===== src/rtl/mod_148_txop_pkg.sv =====
// Shared definitions for the dynamic-PLCA TXOP claim table.
// Entry states, command opcodes and controller FSM states.
package mod_148_txop_pkg;

  typedef logic [1:0] entry_t;

  localparam entry_t ENT_FREE = 2'b00;
  localparam entry_t ENT_SOFT = 2'b01;
  localparam entry_t ENT_HARD = 2'b10;

  localparam logic [2:0] OP_CLEAR_TABLE = 3'd0;
  localparam logic [2:0] OP_CLEAR_SOFT  = 3'd1;
  localparam logic [2:0] OP_SET_SOFT    = 3'd2;
  localparam logic [2:0] OP_SET_HARD    = 3'd3;
  localparam logic [2:0] OP_RELEASE     = 3'd4;
  localparam logic [2:0] OP_PICK_FREE   = 3'd5;

  typedef enum logic [2:0] {
    ST_IDLE      = 3'd0,
    ST_SCAN_CLR  = 3'd1,
    ST_SCAN_SOFT = 3'd2,
    ST_SCAN_PICK = 3'd3,
    ST_SCAN_MAX  = 3'd4
  } state_e;

  // A soft claim only takes a free slot; a hard claim is never downgraded.
  function automatic entry_t soft_claim(entry_t e);
    return (e == ENT_FREE) ? ENT_SOFT : e;
  endfunction

endpackage


===== src/rtl/mod_148_txop_table_ram.sv =====
// TXOP claim table storage: NODES x 2-bit flops, async clear.
// One write port, two combinational read ports (query, scan).
module mod_148_txop_table_ram
  import mod_148_txop_pkg::*;
#(
  parameter int NODES = 256,
  parameter int ID_W  = 8
) (
  input  logic            clk,
  input  logic            reset,
  input  logic            we,
  input  logic [ID_W-1:0] waddr,
  input  entry_t          wdata,
  input  logic [ID_W-1:0] qaddr,
  output entry_t          qdata,
  input  logic [ID_W-1:0] saddr,
  output entry_t          sdata
);

  entry_t mem [NODES];

  // Table storage; reset returns every node to FREE.
  always_ff @(posedge clk or posedge reset) begin
    if (reset) begin
      for (int i = 0; i < NODES; i++) begin
        mem[i] <= ENT_FREE;
      end
    end else if (we && (32'(waddr) < NODES)) begin
      mem[waddr] <= wdata;
    end
  end

  assign qdata = (32'(qaddr) < NODES) ? mem[qaddr] : ENT_FREE;
  assign sdata = (32'(saddr) < NODES) ? mem[saddr] : ENT_FREE;

endmodule


===== src/rtl/mod_148_txop_table_ctrl.sv =====
// TXOP claim table controller: command sequencing, scans,
// max-HARD tracking and free-slot picking.
module mod_148_txop_table_ctrl
  import mod_148_txop_pkg::*;
#(
  parameter int NODES = 256,
  parameter int ID_W  = 8
) (
  input  logic            clk,
  input  logic            reset,
  input  logic            cmd_valid,
  output logic            cmd_ready,
  input  logic [2:0]      cmd_op,
  input  logic [ID_W-1:0] cmd_id,
  input  logic [ID_W-1:0] q_id,
  output logic            q_hard,
  output logic            q_soft,
  output logic [ID_W-1:0] max_hard_id,
  output logic            max_hard_valid,
  output logic            clear_done,
  output logic            pick_done,
  output logic [ID_W-1:0] pick_id,
  output logic            pick_found
);

  localparam logic [ID_W:0] LAST = (ID_W+1)'(NODES - 1);

  state_e          state, state_n;
  logic [ID_W:0]   idx, idx_n;
  logic [ID_W-1:0] max_id_n;
  logic            max_v_n;
  logic            clr_n, pdone_n;
  logic [ID_W-1:0] pick_id_n;
  logic            found_n;

  logic            we;
  logic [ID_W-1:0] waddr;
  entry_t          wdata;
  logic [ID_W-1:0] saddr;
  entry_t          sdata;
  entry_t          qdata;
  logic            id_ok;
  logic            at_last;

  mod_148_txop_table_ram #(
    .NODES(NODES),
    .ID_W (ID_W)
  ) u_ram (
    .clk  (clk),
    .reset(reset),
    .we   (we),
    .waddr(waddr),
    .wdata(wdata),
    .qaddr(q_id),
    .qdata(qdata),
    .saddr(saddr),
    .sdata(sdata)
  );

  assign q_hard    = (qdata == ENT_HARD);
  assign q_soft    = (qdata == ENT_SOFT);
  assign cmd_ready = (state == ST_IDLE);
  assign id_ok     = (32'(cmd_id) < NODES);
  assign at_last   = (idx == LAST);

  // State, scan index and result registers.
  always_ff @(posedge clk or posedge reset) begin
    if (reset) begin
      state          <= ST_IDLE;
      idx            <= '0;
      max_hard_id    <= '0;
      max_hard_valid <= 1'b0;
      clear_done     <= 1'b0;
      pick_done      <= 1'b0;
      pick_id        <= '0;
      pick_found     <= 1'b0;
    end else begin
      state          <= state_n;
      idx            <= idx_n;
      max_hard_id    <= max_id_n;
      max_hard_valid <= max_v_n;
      clear_done     <= clr_n;
      pick_done      <= pdone_n;
      pick_id        <= pick_id_n;
      pick_found     <= found_n;
    end
  end

  // Command decode, scan sequencing and table write control.
  always_comb begin
    state_n   = state;
    idx_n     = idx;
    max_id_n  = max_hard_id;
    max_v_n   = max_hard_valid;
    clr_n     = 1'b0;
    pdone_n   = 1'b0;
    pick_id_n = pick_id;
    found_n   = pick_found;
    we        = 1'b0;
    waddr     = idx[ID_W-1:0];
    wdata     = ENT_FREE;
    saddr     = idx[ID_W-1:0];

    unique case (state)
      ST_IDLE: begin
        waddr = cmd_id;
        saddr = cmd_id;
        if (cmd_valid) begin
          case (cmd_op)
            OP_CLEAR_TABLE: begin
              state_n  = ST_SCAN_CLR;
              idx_n    = '0;
              max_v_n  = 1'b0;
              max_id_n = '0;
            end
            OP_CLEAR_SOFT: begin
              state_n = ST_SCAN_SOFT;
              idx_n   = '0;
            end
            OP_SET_SOFT: begin
              if (id_ok) begin
                we    = 1'b1;
                wdata = soft_claim(sdata);
              end
            end
            OP_SET_HARD: begin
              if (id_ok) begin
                we    = 1'b1;
                wdata = ENT_HARD;
                if (!max_hard_valid || (cmd_id > max_hard_id)) begin
                  max_id_n = cmd_id;
                  max_v_n  = 1'b1;
                end
              end
            end
            OP_RELEASE: begin
              if (id_ok) begin
                we    = 1'b1;
                wdata = ENT_FREE;
                // Losing the current maximum forces a downward rescan.
                if ((sdata == ENT_HARD) && (cmd_id == max_hard_id)) begin
                  state_n = ST_SCAN_MAX;
                  idx_n   = LAST;
                end
              end
            end
            OP_PICK_FREE: begin
              state_n = ST_SCAN_PICK;
              idx_n   = (ID_W+1)'(1);
            end
            default: ;
          endcase
        end
      end

      ST_SCAN_CLR: begin
        we    = 1'b1;
        wdata = ENT_FREE;
        if (at_last) begin
          state_n = ST_IDLE;
          clr_n   = 1'b1;
        end else begin
          idx_n = idx + 1'b1;
        end
      end

      ST_SCAN_SOFT: begin
        we    = (sdata == ENT_SOFT);
        wdata = ENT_FREE;
        if (at_last) begin
          state_n = ST_IDLE;
          clr_n   = 1'b1;
        end else begin
          idx_n = idx + 1'b1;
        end
      end

      ST_SCAN_PICK: begin
        if (sdata == ENT_FREE) begin
          state_n   = ST_IDLE;
          pdone_n   = 1'b1;
          found_n   = 1'b1;
          pick_id_n = idx[ID_W-1:0];
        end else if (at_last) begin
          state_n   = ST_IDLE;
          pdone_n   = 1'b1;
          found_n   = 1'b0;
          pick_id_n = '0;
        end else begin
          idx_n = idx + 1'b1;
        end
      end

      ST_SCAN_MAX: begin
        if (sdata == ENT_HARD) begin
          state_n  = ST_IDLE;
          max_id_n = idx[ID_W-1:0];
          max_v_n  = 1'b1;
        end else if (idx == '0) begin
          state_n  = ST_IDLE;
          max_id_n = '0;
          max_v_n  = 1'b0;
        end else begin
          idx_n = idx - 1'b1;
        end
      end

      default: state_n = ST_IDLE;
    endcase
  end

endmodule

===== config.mk =====
export PLATFORM = sky130hd
export DESIGN_NAME = mod_148_txop_table_ctrl
export DESIGN_NICKNAME = d
export VERILOG_FILES = /design/src/rtl/mod_148_txop_pkg.sv /design/src/rtl/mod_148_txop_table_ram.sv /design/src/rtl/mod_148_txop_table_ctrl.sv
export SDC_FILE = /design/constraint.sdc
export NUM_CORES = 1
export LEC_CHECK = 0
export CELL_PAD_IN_SITES_DETAIL_PLACEMENT = 1
export CELL_PAD_IN_SITES_GLOBAL_PLACEMENT = 1
export CORE_UTILIZATION = 45
export CTS_BUF_LIST = sky130_fd_sc_hd__clkbuf_8
export CTS_CLUSTER_DIAMETER = 80
export DETAILED_ROUTE_END_ITERATION = 8
export PLACE_DENSITY = 0.77
export SKIP_LAST_GASP = 1
export SLEW_MARGIN = 20
export SYNTH_ARGS = -nofsm -noshare
export SYNTH_HDL_FRONTEND = slang
export SYNTH_HIERARCHICAL = 1
export SYNTH_SLANG_ARGS = --single-unit

===== constraint.sdc =====
create_clock -name clk -period 15.69 [get_ports clk]
set_input_delay 2.3535 -clock clk [delete_from_list [all_inputs] [get_ports clk]]
set_output_delay 2.3535 -clock clk [all_outputs]
set_load 0.1 [all_outputs]

==> results.md <==
* Worst-margin pin slew at 1100 ps
* Final net count at 2547
* FFs w/ async S/R, synth at 100%
* Slew HR at 25.9%
* Fin crit share at 63.1%
* Area of the mapped netlist at 31300 um^2
* Worst-path clk slew at 50 ps
* Filler instances at 6996
* Drt via density at 6.50
* Post-CTS Hold Fix Bufs at 0
* Chip Width at 266 um
* Synth unique cells at 75
* Row cnt at 96
* RSZ-0062 raised after global routing: false
* DRT antenna net count at 0
* Class of the worst hold path: reg -> reg
* Area delta synth->final at 10.1%
* # diodes at 0
* # Post-CTS Setup Buffers at 0
* CTS sink count at 544
* Total number of vias at 22800
* DPL Wire Length at 63500 um
* DR WL/cell at 28.9 um
* Max clock buf depth at 3
* Initial Utilization at 45.6%
* Max VDD drop at 0.230 mV
* Fin Setup TNS at 0 ps
* Fin util at 50.2%
* Htree depth at 3
* Sequential share of the synthesized area at 43.5%
* Clk_skew at 43.5 ps
* Share of layout cells above drive strength 1 at 33.1%
* Synth Register Bits at 544
* Minimum clock period at 9900 ps
* Crit path top cell by count: buf_4
* Vias in the first global route at 24900
* Max Freq at 101 MHz
* CTS buffer count at 96
* PwrDens at 139 nW/um^2
* Area contributors post-synth: dfrtp_1 43%, mux2_2 16%, mux4_2 12%
* Hold Slack at 518 ps
* Max-slew violations at 0
* IO Pins at 45
* Slowest cell on crit path: clkdlybuf4s50_1
* Post-CTS Resized at 0
* First-pass DRT Iterations at 5
* Overflow after GRT at 0
* Die area at 70700 um^2
* Max FO, Critical Path at 53
* CP peak stage delay at 1140 ps
* DRT Wirelength at 102000 um
* Die Y-Extent at 266 um
* CP Capture Type: output pin
* Initial antenna violation count at 2
* First-pass GRT wire length at 158000 um
* Max-Cap Viols at 0
* Lkg Pwr at 15.7 nW
* Worst-Skew Late Latency at 730 ps
* Core box area at 68700 um^2
* Ys Warns at 6
* Largest net degree at the start of global routing at 257
* # port buffers at 44
* Setup Viol. Count Final at 0
* Hold Violations, Final at 0
* Total design power at 4.80 mW
* Mapped Avg Cell Area at 12.4 um^2
* GRT Overall Usage at 29.4%
* CTS tree: yes
* Status: finished, final reports clean
* CTS root buf: clkbuf_8
* Synth Instances at 2523
* Critical Path Start Type: input port
* Synth area leader: dfrtp_1
* Routability cong. at 0.862
* Crit-path cells: buf_6 > buf_4 > buf_4 > mux4_2 > mux2i_1 > o21ai_0 > nand4_1 > and3_1 > nor4_1 > nor2b_1 > clkdlybuf4s50_1
* Remaining DRCs at 0
* Required time of the critical path at 13340 ps
* CP arrival at 7540 ps
* Mapped Nets at 2561
* Synth top area share at 43.5%
* Setup CP Type: in -> out
* Most used flip-flop cell after synthesis: dfrtp_1
* Post-synth EDFFs at 0
* Iter 0 DRT Violations at 1958
-- cell usage in the layout, fill, tap and decap left out, drive strengths merged, types with 42 or more instances in the layout --
cell type,synthesis,final
mux4,161,161
o22ai,90,90
clkdlybuf4s50,0,42
mux2i,243,243
nor2,52,52
nand2,278,278
o21ai,42,42
mux2,531,531
buf,74,69
clkbuf,150,119
dfrtp,544,544
inv,29,59
-- through the flow --
step,instances,worst slack (ps),instance area [um^2]
CTS,3514,5930,34400
finish,3516,5790,34500
detailed placement,3340,5780,32400
global placement,3340,5560,32400
global route,3516,5750,34500
floorplan,2523,6380,31300
-- per-layer routing --
layer / vias up / GRT usage [%] / wire (um)
li1: 9469 / - / -
met1: 12200 / 38.1 / 41200
met2: 915 / 48.4 / 49500
met3: 258 / 5.06 / 6870
met4: 0 / 12.8 / 4160
met5: - / 0 / 0
-- cells by family after synthesis --
| group | share of synthesized area, % |
|---|---|
| xor gates and xnor gates | 0.224 |
| buffers and inverters | 3.92 |
| DFF | 43.5 |
| AOI/OAI and AO/OA | 6.05 |
| and+or+nand+nor | 7.22 |
| adders and majority gates | 0.663 |
| muxes | 38.5 |
-- sequential cells by signal, summed over array words and instances, names as in the netlist --
register        cells
state               3
pick_id             8
clear_done          1
u_ram/mem         512
idx                 9
max_hard_id         8
pick_done           1
max_hard_valid      1
pick_found          1
-- Yosys cell counts (all sizes together) (8+ instances only) --
library cell  number
a31oi             11
buf               74
a211oi             8
nand2            278
nor2b             19
a21oi             16
nor3              31
nor4              25
and3              21
ha                15
a2111oi            9
nand3             29
mux2             531
nor2              52
o22ai             90
a22oi             10
o21ai             42
mux2i            243
a22o              15
mux4             161
o221ai            18
nand2b            11
inv               29
clkbuf           150
dfrtp            544
-- worst paths after layout --
path | from | endpoint | slack (ps) | cells after the start
max in group asynchronous | reset | u_ram/mem[261] | 10670 | 5
min in group asynchronous | reset | u_ram/mem[164] | 2030 | 2
worst max-delay path | q_id[1] | q_hard | 5790 | 11
worst min register to register | pick_found | pick_found | 520 | 2
worst min-delay path | pick_found | pick_found | 520 | 2
worst max register to register | state[2] | u_ram/mem[505] | 6860 | 18
-- power by group --
| part | internal [mW] | total [mW] | switching (mW) | leakage [nW] |
|---|---|---|---|---|
| clock network | 0.747 | 1.38 | 0.629 | 1.14 |
| registers | 1.47 | 1.55 | 0.0795 | 7.58 |
| logic | 0.575 | 1.87 | 1.30 | 6.96 |
| total | 2.80 | 4.80 | 2.01 | 15.7 |
-- worst max-delay path: cells and delay by family --
| kind | cells | cell delay (ps) |
|---|---|---|
| AO/OA/AOI/OAI | 1 | 420 |
| AND/OR/NAND/NOR | 4 | 1330 |
| multiplexers | 2 | 400 |
| buffers and inverters | 4 | 2920 |
-- final cells by class --
cell class | instances | area (um^2) | area share [%]
clock inverters | 56 | 369 | 1.07
multi-input cells | 1725 | 16600 | 48.0
flip-flops and latches | 544 | 13600 | 39.5
repair buffers | 112 | 1040 | 3.02
well taps | 931 | 1160 | 3.38
inverters | 30 | 116 | 0.337
clock buffers | 118 | 1620 | 4.71
Note: power is estimated with default switching activity, not from simulation.
==> variant, RTL diff (same settings) <==
`NODES` is set to 256 in 2 places; all go to 128.
--- a/src/rtl/mod_148_txop_table_ram.sv
+++ b/src/rtl/mod_148_txop_table_ram.sv
@@ -3,7 +3,7 @@
 module mod_148_txop_table_ram
   import mod_148_txop_pkg::*;
 #(
-  parameter int NODES = 256,
+  parameter int NODES = 128,
   parameter int ID_W  = 8
 ) (
   input  logic            clk,
--- a/src/rtl/mod_148_txop_table_ctrl.sv
+++ b/src/rtl/mod_148_txop_table_ctrl.sv
@@ -3,7 +3,7 @@
 module mod_148_txop_table_ctrl
   import mod_148_txop_pkg::*;
 #(
-  parameter int NODES = 256,
+  parameter int NODES = 128,
   parameter int ID_W  = 8
 ) (
   input  logic            clk,
Formal check against the unedited RTL: not equivalent (Yosys sat finds a counterexample within 4 cycles, from zero or initial values and one cycle with reset high).
==> variant against the original RTL <==
Cell count is 45% lower; sequential share of layout area is 1.1 points lower; power is 42% lower; routed wire length is 49% lower; sequential power is 45% lower; clock skew is 0.0084 ns lower; synthesized cell count is 45% lower; die area is 45% lower; synthesized area is 46% lower; setup slack better by 0.83 ns; sequential cell count is 256 lower; utilization is 0.80 points higher; design area is 45% lower; critical path type unchanged; critical endpoint unchanged.
==> variant: results (changes against the original RTL) <==
{
  "crit_path_max_fanout": {"value": 16, "change": "was 53"},
  "placement.setup.worst_slack": {"value": 6.724, "unit": "ns", "change": "was 5.781 ns"},
  "final_cell_area": {"value": 0.01880, "unit": "sq mm", "change": "was 0.03448 sq mm"},
  "drt-wirelength-per-cell": {"value": 26.76, "unit": "um", "change": "was 28.94 um"},
  "power_frac_comb": {"value": 41.9, "unit": "%", "change": "was 39.0%"},
  "worst_setup_hold_path_clk_slew": {"value": 0.07, "unit": "ns", "change": "was 0.05 ns"},
  "route.met3.wl": {"value": 2762, "unit": "um", "change": "was 6874 um"},
  "p_int": {"value": 1.576, "unit": "mW", "change": "was 2.796 mW"},
  "layout_top_registers": {"value": "u_ram/mem: 256 flops, idx: 9 flops", "change": "was u_ram/mem: 512 flops, idx: 9 flops"},
  "worst-slew-pin-transition": {"value": 1.108, "unit": "ns", "change": "was 1.101 ns"},
  "status": {"value": "finished clean", "change": "unchanged"},
  "syn-num-nets": {"value": 1422, "change": "was 2561"},
  "synth.top_cells.by_count": {"value": "288 x sky130_fd_sc_hd__dfrtp_1, 283 x sky130_fd_sc_hd__mux2_2, 102 x sky130_fd_sc_hd__nand2_1", "change": "was 544 x sky130_fd_sc_hd__dfrtp_1, 456 x sky130_fd_sc_hd__mux2_2, 278 x sky130_fd_sc_hd__nand2_1"},
  "wire_length_of_the_first_global_routing_pass": {"value": 82160, "unit": "um", "change": "was 157700 um"},
  "gr-usage-met3": {"value": 4.312, "unit": "%", "change": "was 5.065%"},
  "reg2regPathDepth": {"value": 16, "change": "was 18"},
  "grt_pass1_vias": {"value": 13530, "change": "was 24870"},
  "min_delay_path_depth": {"value": 1, "change": "was 2"},
  "gpl.final_weighted_congestion": {"value": 0.8240, "change": "was 0.8622"},
  "num_vias": {"value": 12220, "change": "was 22840"},
  "routed-wl-met2": {"value": 25400, "unit": "um", "change": "was 49500 um"},
  "avgSynthCellArea": {"value": 12.28, "unit": "sq um", "change": "was 12.41 sq um"},
  "grt.met1_usage": {"value": 36.90, "unit": "%", "change": "was 38.09%"},
  "critical_path_start": {"value": "q_id[3]", "change": "was q_id[1]"},
  "finish.cell_count_without_fillers": {"value": 1936, "change": "was 3516"},
  "cts-htree-levels": {"value": 2, "change": "was 3"},
  "cts_buffers": {"value": 52, "change": "was 96"},
  "global_route.usage.met2": {"value": 45.61, "unit": "%", "change": "was 48.38%"},
  "place_hpwl": {"value": 33710, "unit": "um", "change": "was 63470 um"}
}
-- variant: worst paths after layout --
path,endpoint,slack [ns]
max,q_hard,6.63
min,pick_found,0.48
max reg2reg,u_ram/mem[51],7.88
min reg2reg,pick_found,0.48
max in group asynchronous,u_ram/mem[16],11.85
min in group asynchronous,state[1],2.27
-- variant: cells by family after synthesis --
logic type	after synthesis	share of synthesized area, %
AND/OR/NAND/NOR	343	10.04
adder cells (fa/ha/maj)	16	1.222
flip-flops	288	42.40
AO/OA/AOI/OAI	180	8.076
XOR/XNOR	8	0.4123
buffers and inverters	126	3.776
multiplexers	423	34.07
-- variant: critical path, delay by kind of cell --
family,cells,cell delay (ns)
buffers and inverters,2,2.04
AO/OA/AOI/OAI,3,1.16
AND/OR/NAND/NOR,2,1.13
-- variant: final cells by class --
type                    instances  share of cell area [%]
repair buffers                 62                   3.021
flip-flops and latches        288                   38.33
inverters                      18                  0.3993
multi-input cells             970                   48.84
clock inverters                28                   1.224
clock buffers                  66                   4.831
well taps                     504                   3.354
